`config.mk`:
```
export PLATFORM = sky130hd
export DESIGN_NAME = mem_arbiter
export DESIGN_NICKNAME = d
export VERILOG_FILES = /design/src/rtl/mem_arb_pkg.sv /design/src/rtl/mem_arb_pick.sv /design/src/rtl/mem_arbiter.sv
export SDC_FILE = /design/constraint.sdc
export NUM_CORES = 1
export LEC_CHECK = 0
export CORE_MARGIN = 5
export CORE_UTILIZATION = 41
export CTS_BUF_LIST = sky130_fd_sc_hd__clkbuf_4
export CTS_CLUSTER_SIZE = 20
export DETAILED_ROUTE_END_ITERATION = 10
export GPL_TIMING_DRIVEN = 1
export PLACE_DENSITY_LB_ADDON = 0.25
export SYNTH_ARGS = -nofsm -noshare
export SYNTH_HDL_FRONTEND = slang
export SYNTH_SLANG_ARGS = --single-unit
```
`constraint.sdc`:
```
create_clock -name clk -period 2.1 [get_ports clk]
set_clock_uncertainty 0.2 [all_clocks]
set_input_delay 0.315 -clock clk [delete_from_list [all_inputs] [get_ports clk]]
set_output_delay 0.315 -clock clk [all_outputs]
set_load 0.05 [all_outputs]
```
`src/rtl/mem_arb_pkg.sv`:
```
// Shared types and default sizes for the memory-port arbiter.
package mem_arb_pkg;

    localparam int NREQ_DEF = 2;
    localparam int AW_DEF   = 3;
    localparam int DW_DEF   = 8;

    typedef enum logic [1:0] {
        IDLE   = 2'd0,
        ISSUE  = 2'd1,
        RDWAIT = 2'd2,
        RESP   = 2'd3
    } state_t;

endpackage

```
`src/rtl/mem_arb_pick.sv`:
```
// Combinational winner select: first set req bit searching upward from ptr, wrapping.
// A fixed ptr of 0 gives plain lowest-index-wins priority.
module mem_arb_pick #(
    parameter int NREQ = 2,
    parameter int IW   = 1
) (
    input  logic [NREQ-1:0] req,
    input  logic [IW-1:0]   ptr,
    output logic [NREQ-1:0] gnt,
    output logic [IW-1:0]   idx,
    output logic            any
);

    int c;

    always_comb begin
        gnt = '0;
        idx = '0;
        any = 1'b0;
        c   = 0;
        for (int k = 0; k < NREQ; k++) begin
            c = (int'(ptr) + k) % NREQ;
            if (!any && req[c]) begin
                any    = 1'b1;
                gnt[c] = 1'b1;
                idx    = IW'(c);
            end
        end
    end

endmodule

```
`src/rtl/mem_arbiter.sv`:
```
// N-requester arbiter for one single-port memory: IDLE -> ISSUE -> (RDWAIT) -> RESP.
// Define MEM_ARB_RR_EN for round-robin arbitration; default is fixed priority.
module mem_arbiter
    import mem_arb_pkg::*;
#(
    parameter int NREQ = NREQ_DEF,
    parameter int AW   = AW_DEF,
    parameter int DW   = DW_DEF
) (
    input  logic               clk,
    input  logic               rst,
    input  logic [NREQ-1:0]    req,
    input  logic [NREQ-1:0]    req_wr,
    input  logic [NREQ*AW-1:0] req_addr,
    input  logic [NREQ*DW-1:0] req_wdata,
    output logic [NREQ-1:0]    gnt,
    output logic [NREQ-1:0]    rsp_valid,
    output logic [DW-1:0]      rsp_rdata,
    output logic               mem_wr,
    output logic               mem_rd,
    output logic [AW-1:0]      mem_addr,
    output logic [DW-1:0]      mem_din,
    input  logic [DW-1:0]      mem_dout
);

    localparam int IW = (NREQ > 1) ? $clog2(NREQ) : 1;

    state_t          state;
    logic [NREQ-1:0] win_oh;
    logic            win_wr;
    logic [IW-1:0]   ptr;
    logic [NREQ-1:0] pk_oh;
    logic [IW-1:0]   pk_idx;
    logic            pk_any;

    mem_arb_pick #(.NREQ(NREQ), .IW(IW)) u_pick (
        .req (req),
        .ptr (ptr),
        .gnt (pk_oh),
        .idx (pk_idx),
        .any (pk_any)
    );

`ifdef MEM_ARB_RR_EN
    // ptr names the requester with top priority next time: one past the last winner
    always_ff @(posedge clk or negedge rst) begin
        if (!rst)
            ptr <= '0;
        else if (state == IDLE && pk_any)
            ptr <= (pk_idx == IW'(NREQ-1)) ? '0 : pk_idx + 1'b1;
    end
`else
    assign ptr = '0;
`endif

    always_ff @(posedge clk or negedge rst) begin
        if (!rst) begin
            state     <= IDLE;
            win_oh    <= '0;
            win_wr    <= 1'b0;
            gnt       <= '0;
            rsp_valid <= '0;
            rsp_rdata <= '0;
            mem_wr    <= 1'b0;
            mem_rd    <= 1'b0;
            mem_addr  <= '0;
            mem_din   <= '0;
        end else begin
            gnt       <= '0;
            rsp_valid <= '0;
            mem_wr    <= 1'b0;
            mem_rd    <= 1'b0;
            case (state)
                IDLE: if (pk_any) begin
                    // outputs are registered, so the ISSUE-cycle strobes are loaded here
                    gnt      <= pk_oh;
                    win_oh   <= pk_oh;
                    win_wr   <= req_wr[pk_idx];
                    mem_wr   <= req_wr[pk_idx];
                    mem_rd   <= !req_wr[pk_idx];
                    mem_addr <= req_addr[pk_idx*AW +: AW];
                    mem_din  <= req_wdata[pk_idx*DW +: DW];
                    state    <= ISSUE;
                end
                ISSUE: begin
                    if (win_wr) begin
                        rsp_valid <= win_oh;
                        state     <= RESP;
                    end else begin
                        state     <= RDWAIT;
                    end
                end
                RDWAIT: begin
                    rsp_rdata <= mem_dout;
                    rsp_valid <= win_oh;
                    state     <= RESP;
                end
                RESP:    state <= IDLE;
                default: state <= IDLE;
            endcase
        end
    end

endmodule
```
Word-level counts from Yosys, hierarchy flattened
Index checks and enable logic that the tools add are counted.
{"block": "totals", "mem_count": 0, "ramBits": 0, "mem_bits_ro": 0, "latchBits": 0, "out_inout_bits": 25, "reg_bits": 30, "input_bits": 36}
{"block": "op_classes", "mul": 1, "shifts": 2, "div_mod_pow": 0, "bitwise_logic": 0, "reduce_logical": 5, "order_cmp": 1, "mux": 18, "add_sub_neg": 0, "n_eq_ne": 4}
{"op": "variable part select 16 x 5 -> 8 bit", "count": 1}
{"op": "2-to-1 mux 1 bit", "count": 11}
{"op": "2-to-1 mux 2 bit", "count": 5}
{"op": "one-hot mux 2 bit (4 select lines)", "count": 1}
{"op": "variable part select 6 x 4 -> 3 bit", "count": 1}
{"op": "== test 2 bit (second input constant)", "count": 2}
{"op": "one-hot mux 2 bit (2 select lines)", "count": 1}
{"op": "multiplier 1 x 2 -> 3 bit (second input constant)", "count": 1}
{"op": "== test 2 x 1 -> 1 bit (second input constant)", "count": 1}
{"op": "logical NOT 1 bit", "count": 2}
{"op": "logical NOT 2 bit", "count": 1}
{"op": "< comparator 1 x 2 -> 1 bit (second input constant)", "count": 1}
{"op": "inequality test 2 bit (second input constant)", "count": 1}
{"op": "AND reduction 2 bit", "count": 1}
{"op": "logical AND 1 bit", "count": 1}

Logic depth before layout (Yosys ltp)
Gate-level depths: netlist (run 1).
{"block": "logic_depth", "word_depth": 9, "mapped_depth": 7, "ltp_nobuf": 5}

Cells and area by module
A second synthesis (run 1) with hierarchy kept.
{"block": "hier_totals", "hier_cells": 108, "hier_area_um2": 1345.0}
{"mod": "mem_arbiter", "cells_each": 103, "area_each_um2": 1312.5, "seq_area_each_um2": 750.7, "instances": 1}
{"mod": "mem_arb_pick", "cells_each": 5, "area_each_um2": 32.5, "seq_area_each_um2": 0.0, "instances": 1}

Worst setup path before layout (run 1)
OpenSTA, ideal clock, no wires.
{"block": "synth_timing", "path_type": "reg2reg", "startpoint": "reg state[0]", "endpoint": "reg state[1]", "synth_period_minus_slack_ps": 1776, "n_path_buf": 1, "stages_incl_launch_ff": 7, "arrival_time_ps": 1450, "slack_ps": 324, "setup_time_ps": 125, "required_time_ps": 1775, "cell_sequence": "dfrtp_1 > inv_1 > ha_1 > buf_4 > inv_2 > or3_4 > mux2_4"}
{"block": "synth_between", "elab_chain_len": 2, "word_cells_on_any_way": 6, "cone_classes": "4 x eq/ne; 1 x mux; 1 x reduce/logical"}
{"element": "start, declared", "line_no": "mem_arbiter.sv:28", "source": "state_t state;"}
{"element": "start signal, assigned", "line_no": "mem_arbiter.sv:58", "source": "state <= IDLE;"}
{"element": "start signal, assigned", "line_no": "mem_arbiter.sv:83", "source": "state <= ISSUE;"}
{"element": "start signal, assigned", "line_no": "mem_arbiter.sv:88", "source": "state <= RESP;"}
{"element": "== test 2 bit, or another cell as far along", "line_no": "mem_arbiter.sv:73", "source": "case (state)"}
{"element": "one-hot mux 2 bit (4 select lines) / inequality test 2 bit (equally long branches)"}
Several ways; a longest one is shown, not always the timed one.
A chain may end at the register's enable or synchronous reset.

Final worst setup path (run 1)
{"block": "layout_timing", "startpoint": "reg mem_din[4]", "endpoint": "out mem_din[4]"}
{"element": "start, declared", "line_no": "mem_arbiter.sv:22", "source": "output logic [DW-1:0] mem_din,"}
{"element": "start signal, assigned", "line_no": "mem_arbiter.sv:82", "source": "mem_din <= req_wdata[pk_idx*DW +: DW];"}
No word-level cell between the ends.

==> flow_summary_export.csv, run 1 <==
group,metric,value,unit
grt,grt_max_degree,31,
worst_setup_path,critPathMaxStageDelay,0.83,ns
drt,antenna_left,0,
drt,remaining_drc_errors,0,
worst_setup_path,path_max_fanout,2,
yosys,synthTopCellsByArea,"dfrtp_1 (61%), mux2_2 (7.3%), a21oi_1 (6.1%)",
grt,antenna_found_initial,0,
die,die_area,4202,um2
timing,final-setup-viol-count,0,
cts,clockBufferDepth,2,
worst_setup_path,crit_type,"reg2out",
cts,clk_latency,0.31,ns
die,row_count,19,
worst_setup_path,worst_path_max_delay_cell,"clkdlybuf4s50_1",
drt,viasPerCell,5.121,
cts,cts_resized,0,
yosys,ys_seq_area_frac,0.6091,
yosys,ys_top_cells_by_count,"dfrtp_1 (30), a21oi_1 (15), nor2_1 (15), o22ai_1 (11), mux2_2 (8)",
yosys,synth_flop_cell,"dfrtp_1",
yosys,yosys_warnings,0,
die,die_w,64.83,um
timing,hold_viol_final,0,
yosys,yosysTopAreaCell,"dfrtp_1",
timing,tightestPinTransition,0.5262,ns
grt,grt_usage,0.1601,
cts,htreeDepth,2,
placed_design,place_congestion,0.7752,
yosys,synthArstFlopShare,1.000,
cts,postCtsHoldBufs,0,
drt,drtPass1Iterations,4,
die,core,2829,um2
yosys,avgSynthCellArea,11.20,um2
timing,finalCriticalPeriod,2.028,ns
timing,slew_violations,0,
layout,syn2layout_area_growth,56.35,%
drt,routedWlPerCell,14.64,um
cts,cts_tree,"done",
timing,min_period_over_period,0.9657,
cts,ctsRootBufferMaster,"clkbuf_4",
worst_setup_path,crit_chain,"clkdlybuf4s50_1",
hold_path,hold_path_class,"in2async",
yosys,ys_types,21,
yosys,syn_nets,149,
layout,final_layout_size_suffix_gt1_frac,0.1250,
worst_setup_path,reg2regPathDepth,5,
layout,layout.nets,214,
layout,n_fill_cell,227,
worst_setup_path,cp_num_buf_inv,1,
yosys,yosys_register_bits,30,
yosys,syn_area,1232,um2
die,io_pins,61,
grt,grt_pass1_wl,5099,um
placed_design,port_buffers,60,
layout,utilization,0.6811,
timing,relSlewSlack,0.6481,
placed_design,place_area,1873,um2
cts,post_cts_buffers,0,
worst_setup_path,reg2reg_to,"state[1]$_DFFE_PN0P_",
job,drv_cap,0,
yosys,netlist.area_leader.share,0.6091,
power_and_ir_drop,p_per_area,1670,nW/um2
cts,clock-sinks,30,
yosys,synth_enable_flop_cells,0,
grt,grt_pass1_vias,1150,
die,start_util,0.4356,
layout,num_antenna_cells,0,
worst_setup_path,cp-end-kind,"output port",
power_and_ir_drop,leakagePower,0.8381,nW
placed_design,dp_hpwl,2344,um
timing,rsz0062_at_grt,"false",
worst_setup_path,reg2reg_from,"state[0]$_DFFE_PN0P_",
worst_setup_path,cp.required,1.58,ns
worst_setup_path,crit_arrival,1.51,ns
drt,drt_iter0_drc,24,
timing,setup_tns,0,ns
worst_setup_path,reg2reg_slack,0.30,ns
grt,globalRouteOverflowTotal,0,
yosys,yosysMostFrequentCell,"dfrtp_1",
yosys,synth_cells,110,
drt,drt_wl_total,3030,um
worst_setup_path,cp-start-kind,"flip-flop",
timing,fmax,493.1,MHz
cts,clkTransAtPathRegs,0.09,ns
cts,cts_buffers,5,
die,die_h,64.83,um
worst_setup_path,cp_top_family,"buffers and inverters",
status,status,"complete, no violations",
drt,vias,1060,
layout,final_area,1927,um2
power_and_ir_drop,peakVddDrop,0.8930,mV
==> worst max path at each step <==
stage	from	to	slack, ns	depth (start not counted)
6_report	mem_din[4]$_DFFE_PN0P_	mem_din[4]	0.07	1
5_1_grt	mem_din[4]$_DFFE_PN0P_	mem_din[4]	0.02	1
4_1_cts	mem_din[4]$_DFFE_PN0P_	mem_din[4]	0.06	1
3_5_place_dp	req[0]	mem_addr[2]$_DFFE_PN0P_	0.27	4
3_3_place_gp	req[1]	state[1]$_DFFE_PN0P_	0.30	3
2_1_floorplan	state[0]$_DFFE_PN0P_	state[1]$_DFFE_PN0P_	0.32	6
==> per-layer routing <==
layer  share of wire  GRT usage
met1            0.38     0.1739
met3            0.12     0.1019
met2            0.48     0.2580
met5               0          0
met4           0.013    0.04749
==> placed cells by master, fill, tap and decap left out <==
| cell type | instances |
|---|---|
| o21a_1 | 2 |
| dfrtp_1 | 30 |
| o22ai_1 | 11 |
| ha_1 | 3 |
| clkdlybuf4s50_1 | 60 |
| a21oi_1 | 15 |
| clkinv_1 | 1 |
| clkbuf_4 | 6 |
| inv_2 | 1 |
| nand2_1 | 6 |
| nand3_1 | 1 |
| o32ai_1 | 1 |
| or3_4 | 1 |
| clkinv_2 | 1 |
| buf_4 | 4 |
| nor2_1 | 15 |
| mux2_2 | 8 |
| nor3_1 | 1 |
| inv_1 | 5 |
| mux2_4 | 1 |
| and3_1 | 1 |
| nand2b_1 | 1 |
| a21o_1 | 1 |
==> registers in the layout, indices dropped and copies added, names as in the netlist <==
signal,flops
mem_din,8
rsp_rdata,8
mem_addr,3
gnt,2
rsp_valid,2
state,2
win_oh,2
mem_rd,1
mem_wr,1
win_wr,1
==> through the flow <==
step	cells	worst slack (ns)	hold slack, ns	power (mW)
2_1_floorplan	110	0.3245	-0.1806	2.258
3_3_place_gp	199	0.2966	0.2549	2.874
3_5_place_dp	199	0.2748	0.2951	2.926
4_1_cts	207	0.05812	0.1856	3.261
5_1_grt	207	0.01969	0.2020	3.424
6_report	207	0.07204	0.1817	3.218
==> kinds of logic after synthesis <==
kind of cell,count (synthesis),share of synthesized area
mux,9,0.08528
flops,30,0.6091
simple gates,26,0.09136
fa+ha+maj,3,0.03046
compound gates,30,0.1421
buf+inv,12,0.04163
==> power breakdown <==
group | switching [mW] | total [mW] | internal, mW | leakage, nW
Sequential | 0.137 | 0.981 | 0.844 | 0.352
Combinational | 1.20 | 1.91 | 0.718 | 0.453
Clock | 0.185 | 0.324 | 0.138 | 0.0331
==> cell type report <==
cell class	instances	area, um2	share of cell area
timing repair buffer	64	630.6	0.3273
inverter	6	22.52	0.01169
clock inverter	2	8.758	0.004545
multi-input combinational	68	430.4	0.2234
sequential	30	750.7	0.3896
tap	31	38.79	0.02013
clock buffer	6	45.04	0.02338
No activity file was read; power rests on OpenSTA's default activity.
==> run 2: changes to the inputs <==
--- a/config.mk
+++ b/config.mk
@@ -6,8 +6,7 @@
 export NUM_CORES = 1
 export LEC_CHECK = 0
 export CORE_MARGIN = 5
-export CORE_UTILIZATION = 41
-export CTS_BUF_LIST = sky130_fd_sc_hd__clkbuf_4
+export CORE_UTILIZATION = 39
 export CTS_CLUSTER_SIZE = 20
 export DETAILED_ROUTE_END_ITERATION = 10
 export GPL_TIMING_DRIVEN = 1
==> run 2 against run 1 <==
Effect of this change: flip-flop and latch count unchanged; global-route usage down 0.95 points; sequential share of layout area down 0.30 points; cell area up 0.78%; combinational power about the same; sequential power about the same; core utilization down 4.5 points; routed wire length down 0.33%; setup slack better by 0.016 ns; highest routed layer unchanged.
==> flow_summary_export.csv, run 2 (same netlist as run 1, synthesis figures left out) <==
group,metric,value,unit
placed_design,place_congestion,0.8422,
worst_setup_path,cp_num_buf_inv,1,
drt,routedWlPerCell,13.79,um
cts,cts_resized,0,
timing,fmax,497.0,MHz
timing,slew_violations,0,
layout,top_regs,"mem_din: 8 flops, rsp_rdata: 8 flops, mem_addr: 3 flops",
power_and_ir_drop,p_per_area,1663,nW/um2
layout,layout.nets,213,
drt,drtPass1Iterations,4,
drt,remaining_drc_errors,0,
worst_setup_path,crit_type,"reg2out",
grt,grt_max_degree,31,
grt,globalRouteOverflowTotal,0,
hold_path,hold_path_class,"in2async",
drt,antenna_left,0,
timing,final-setup-viol-count,0,
power_and_ir_drop,peakVddDrop,0.6695,mV
die,die_w,66.22,um
timing,hold_viol_final,0,
die,io_pins,61,
drt,drt_wl_total,3020,um
grt,grt_pass1_wl,4912,um
die,die_h,66.22,um
cts,clkTransAtPathRegs,0.10,ns
die,core,3053,um2
die,row_count,20,
worst_setup_path,worst_path_max_delay_cell,"clkdlybuf4s50_1",
layout,syn2layout_area_growth,57.56,%
placed_design,dp_hpwl,2351,um
layout,regArea,750.7,um2
drt,viasPerCell,4.813,
worst_setup_path,cp.required,1.58,ns
cts,clock-sinks,30,
grt,grt_pass1_vias,1108,
worst_setup_path,critPathMaxStageDelay,0.82,ns
cts,cts_tree,"done",
timing,setup_tns,0,ns
power_and_ir_drop,leakagePower,0.8352,nW
layout,n_fill_cell,273,
layout,final_layout_size_suffix_gt1_frac,0.1200,
cts,ctsRootBufferMaster,"clkbuf_4",
timing,rsz0062_at_grt,"false",
worst_setup_path,crit_arrival,1.50,ns
worst_setup_path,cp-end-kind,"output port",
placed_design,placed_cells,211,
cts,htreeDepth,2,
timing,min_period_over_period,0.9580,
placed_design,place_area,1882,um2
grt,antenna_found_initial,0,
worst_setup_path,cp_top_family,"buffers and inverters",
status,status,"complete, no violations",
worst_setup_path,reg2regPathDepth,6,
cts,clk_latency,0.32,ns
timing,tightestPinTransition,0.5276,ns
worst_setup_path,path_max_fanout,2,
grt,grt_usage,0.1506,
layout,multiInputGateArea,430.4,um2
layout,final_area,1942,um2
layout,final_cell_mix,"clkdlybuf4s50_1 (60), dfrtp_1 (30), nor2_1 (15), a21oi_1 (15), o22ai_1 (11)",
drt,vias,1054,
worst_setup_path,reg2reg_to,"mem_addr[1]$_DFFE_PN0P_",
drt,drt_iter0_drc,17,
job,drv_cap,0,
layout,layout.cells.most_common,"clkdlybuf4s50_1",
timing,relSlewSlack,0.6472,
worst_setup_path,reg2reg_slack,0.20,ns
cts,post_cts_buffers,0,
worst_setup_path,reg2reg_from,"state[0]$_DFFE_PN0P_",
timing,finalCriticalPeriod,2.012,ns
cts,cts_buffers,5,
cts,postCtsHoldBufs,0,
die,start_util,0.4037,
layout,utilization,0.6361,
die,die_area,4384,um2
layout,num_antenna_cells,0,
placed_design,port_buffers,60,
worst_setup_path,cp-start-kind,"flip-flop",
worst_setup_path,crit_chain,"clkdlybuf4s50_1",
layout,final_cells,219,
cts,clockBufferDepth,2,
## run 2: cell types whose count changed in the layout (fill, tap and decap cells not counted), sizes merged
cell and change:
clkinv -1, buf -1, clkbuf +1
## run 2: final cells by class
class,instances,share of cell area
inverter,6,0.01160
clock inverter,1,0.002577
sequential,30,0.3866
multi-input combinational,68,0.2216
timing repair buffer,63,0.3209
tap,44,0.02835
clock buffer,7,0.02835
## run 2: layer usage
metal  part of all wire  track usage  up-vias
met5                  0            0        -
met4              0.013      0.06091        0
li1                   -            -      511
met2               0.49       0.2491       42
met1               0.39       0.1627      496
met3               0.10      0.07483        5
## run 2: where the power goes
group / total (mW) / internal [mW] / switching, mW
Sequential: 0.980 / 0.844 / 0.136
Clock: 0.346 / 0.162 / 0.184
Combinational: 1.90 / 0.707 / 1.20
Total: 3.23 / 1.71 / 1.52
## run 2: how the worst max path moves through the flow
stage                            start                      end  slack (ns)  cells past startpoint
3_5_place_dp      state[0]$_DFFE_PN0P_  mem_addr[1]$_DFFE_PN0P_        0.21                      6
4_1_cts        mem_addr[0]$_DFFE_PN0P_              mem_addr[0]        0.06                      1
5_1_grt         mem_din[3]$_DFFE_PN0P_               mem_din[3]        0.01                      1
3_3_place_gp                    req[1]     state[1]$_DFFE_PN0P_        0.30                      3
2_1_floorplan     state[0]$_DFFE_PN0P_     state[1]$_DFFE_PN0P_        0.32                      6
6_report        mem_din[4]$_DFFE_PN0P_               mem_din[4]        0.09                      1
## run 2: through the flow
stage,setup slack [ns],total power [mW],hold WS [ns]
after floorplan,0.3245,2.258,-0.1806
after global placement,0.2963,2.861,0.2565
after detailed placement,0.2052,2.912,0.2793
after CTS,0.06112,3.266,0.1798
after global routing,0.009994,3.420,0.1987
final,0.08811,3.229,0.1762
==> run 3: changes to the inputs <==
--- a/config.mk
+++ b/config.mk
@@ -10,7 +10,7 @@
 export CTS_CLUSTER_SIZE = 20
 export DETAILED_ROUTE_END_ITERATION = 10
 export GPL_TIMING_DRIVEN = 1
-export PLACE_DENSITY_LB_ADDON = 0.25
+export PLACE_DENSITY = 0.78
 export SYNTH_ARGS = -nofsm -noshare
 export SYNTH_HDL_FRONTEND = slang
 export SYNTH_SLANG_ARGS = --single-unit
==> run 3 against run 2 <==
Effect of this change: non-clock buffer count stayed put; fmax increased by 0.16%; highest routed layer unchanged; cell area stayed put; critical endpoint is now mem_din[1]; cell count unchanged.
==> flow_summary_export.csv, run 3 (same netlist as run 1, synthesis figures left out) <==
group,metric,value,unit
timing,hold_viol_final,0,
worst_setup_path,reg2reg_to,"mem_din[2]$_DFFE_PN0P_",
cts,post_cts_buffers,0,
grt,grt_pass1_wl,5299,um
drt,drt_wl_total,3187,um
worst_setup_path,worst_path_max_delay_cell,"clkdlybuf4s50_1",
drt,vias,1071,
die,core,3053,um2
worst_setup_path,reg2reg_from,"state[0]$_DFFE_PN0P_",
cts,cts_tree,"done",
layout,syn2layout_area_growth,57.56,%
grt,globalRouteOverflowTotal,0,
drt,routedWlPerCell,14.55,um
layout,final_cells,219,
worst_setup_path,reg2reg_slack,0.19,ns
timing,final-setup-viol-count,0,
power_and_ir_drop,power_frac_comb,0.590,
drt,viasPerCell,4.890,
drt,drtPass1Iterations,4,
job,drv_cap,0,
layout,final_layout_size_suffix_gt1_frac,0.1200,
timing,holdWs,0.1849,ns
timing,min_period_over_period,0.9565,
cts,postCtsHoldBufs,0,
cts,cts_buffers,5,
worst_setup_path,crit_type,"reg2out",
timing,slew_violations,0,
hold_path,hold_path_class,"in2async",
grt,grt_max_degree,31,
drt,antenna_left,0,
layout,layout.nets,213,
layout,layout.cells.most_common,"clkdlybuf4s50_1",
cts,clkTransAtPathRegs,0.09,ns
worst_setup_path,cp_top_family,"buffers and inverters",
layout,num_antenna_cells,0,
drt,remaining_drc_errors,0,
cts,ctsRootBufferMaster,"clkbuf_4",
cts,htreeDepth,2,
placed_design,placed_cells,211,
die,die_area,4384,um2
layout,regArea,750.7,um2
die,row_count,20,
layout,n_fill_cell,268,
drt,drt_iter0_drc,24,
power_and_ir_drop,peakVddDrop,0.7506,mV
power_and_ir_drop,p_int,1.712,mW
die,io_pins,61,
worst_setup_path,path_max_fanout,2,
worst_setup_path,reg2regPathDepth,6,
worst_setup_path,cp.required,1.58,ns
grt,grt_pass1_vias,1175,
cts,cts_resized,0,
worst_setup_path,critPathMaxStageDelay,0.82,ns
power_and_ir_drop,clock_power_share,0.106,
placed_design,place_congestion,0.7506,
worst_setup_path,crit_arrival,1.49,ns
timing,fmax,497.8,MHz
cts,clockBufferDepth,2,
timing,tightestPinTransition,0.5193,ns
placed_design,dp_hpwl,2555,um
timing,finalCriticalPeriod,2.009,ns
power_and_ir_drop,switching_share,0.4702,
worst_setup_path,cp-start-kind,"flip-flop",
worst_setup_path,cp_num_buf_inv,1,
layout,top_regs,"mem_din: 8 flops, rsp_rdata: 8 flops, mem_addr: 3 flops",
timing,rsz0062_at_grt,"false",
die,start_util,0.4037,
worst_setup_path,crit_chain,"clkdlybuf4s50_1",
status,status,"complete, no violations",
timing,relSlewSlack,0.6527,
die,die_w,66.22,um
cts,clock-sinks,30,
placed_design,pre_cts_ws,0.2088,ns
die,die_h,66.22,um
power_and_ir_drop,leakagePower,0.8352,nW
layout,multiInputGateArea,430.4,um2
layout,final_cell_mix,"clkdlybuf4s50_1 (60), dfrtp_1 (30), nor2_1 (15), a21oi_1 (15), o22ai_1 (11)",
power_and_ir_drop,p_sw,1.519,mW
power_and_ir_drop,fin_total_pwr,3.231,mW
worst_setup_path,cp-end-kind,"output port",
power_and_ir_drop,power_frac_seq,0.304,
grt,antenna_found_initial,0,
placed_design,port_buffers,60,
cts,clk_latency,0.31,ns
grt,grt_usage,0.1645,
power_and_ir_drop,p_per_area,1664,nW/um2
timing,setup_ws,0.09128,ns
timing,setup_tns,0,ns
run 3: how the worst max path moves through the flow:
stage | from | to | slack, ns | cells after the start
3_5_place_dp | state[0]$_DFFE_PN0P_ | mem_din[2]$_DFFE_PN0P_ | 0.21 | 6
4_1_cts | mem_din[2]$_DFFE_PN0P_ | mem_din[2] | 0.07 | 1
3_3_place_gp | req[1] | state[1]$_DFFE_PN0P_ | 0.30 | 3
5_1_grt | mem_addr[1]$_DFFE_PN0P_ | mem_addr[1] | 0.03 | 1
2_1_floorplan | state[0]$_DFFE_PN0P_ | state[1]$_DFFE_PN0P_ | 0.32 | 6
6_report | mem_din[1]$_DFFE_PN0P_ | mem_din[1] | 0.09 | 1
run 3: per-stage QoR:
stage | util | cell area (um2)
4_1_cts | 0.6361 | 1942
3_3_place_gp | 0.6164 | 1882
2_1_floorplan | - | 1232
6_report | 0.6361 | 1942
5_1_grt | 0.6361 | 1942
3_5_place_dp | 0.6164 | 1882
run 3: worst register-to-register path: stages, from the launching register on:
cell and delay [ns]:
dfrtp_1 0.43, inv_1 0.11, ha_1 0.19, buf_4 0.23
o21a_1 0.44, nor2_1 0.08, a21oi_1 0.15
run 3: per-layer routing:
metal | global-route usage | vias up | wire length, um
met1 | 0.1721 | 510 | 1247
met5 | 0 | - | 0
met3 | 0.04592 | 5 | 200
met4 | 0.08376 | 0 | 63
li1 | - | 512 | -
met2 | 0.2962 | 44 | 1676
run 3: final cells by class:
cell class / count / area share
clock buffers: 7 / 0.02835
clock inverters: 1 / 0.002577
inverters: 6 / 0.01160
multi-input cells: 68 / 0.2216
flip-flops and latches: 30 / 0.3866
well taps: 44 / 0.02835
repair buffers: 63 / 0.3209
run 3: power groups by stage:
stage	clock network, mW	registers, mW	logic (mW)
finish	0.342	0.982	1.91
global placement	0	0.980	1.88
CTS	0.361	0.987	1.93
detailed placement	0	1.00	1.93
floorplan	0	1.73	0.525
global route	0.382	1.02	2.03
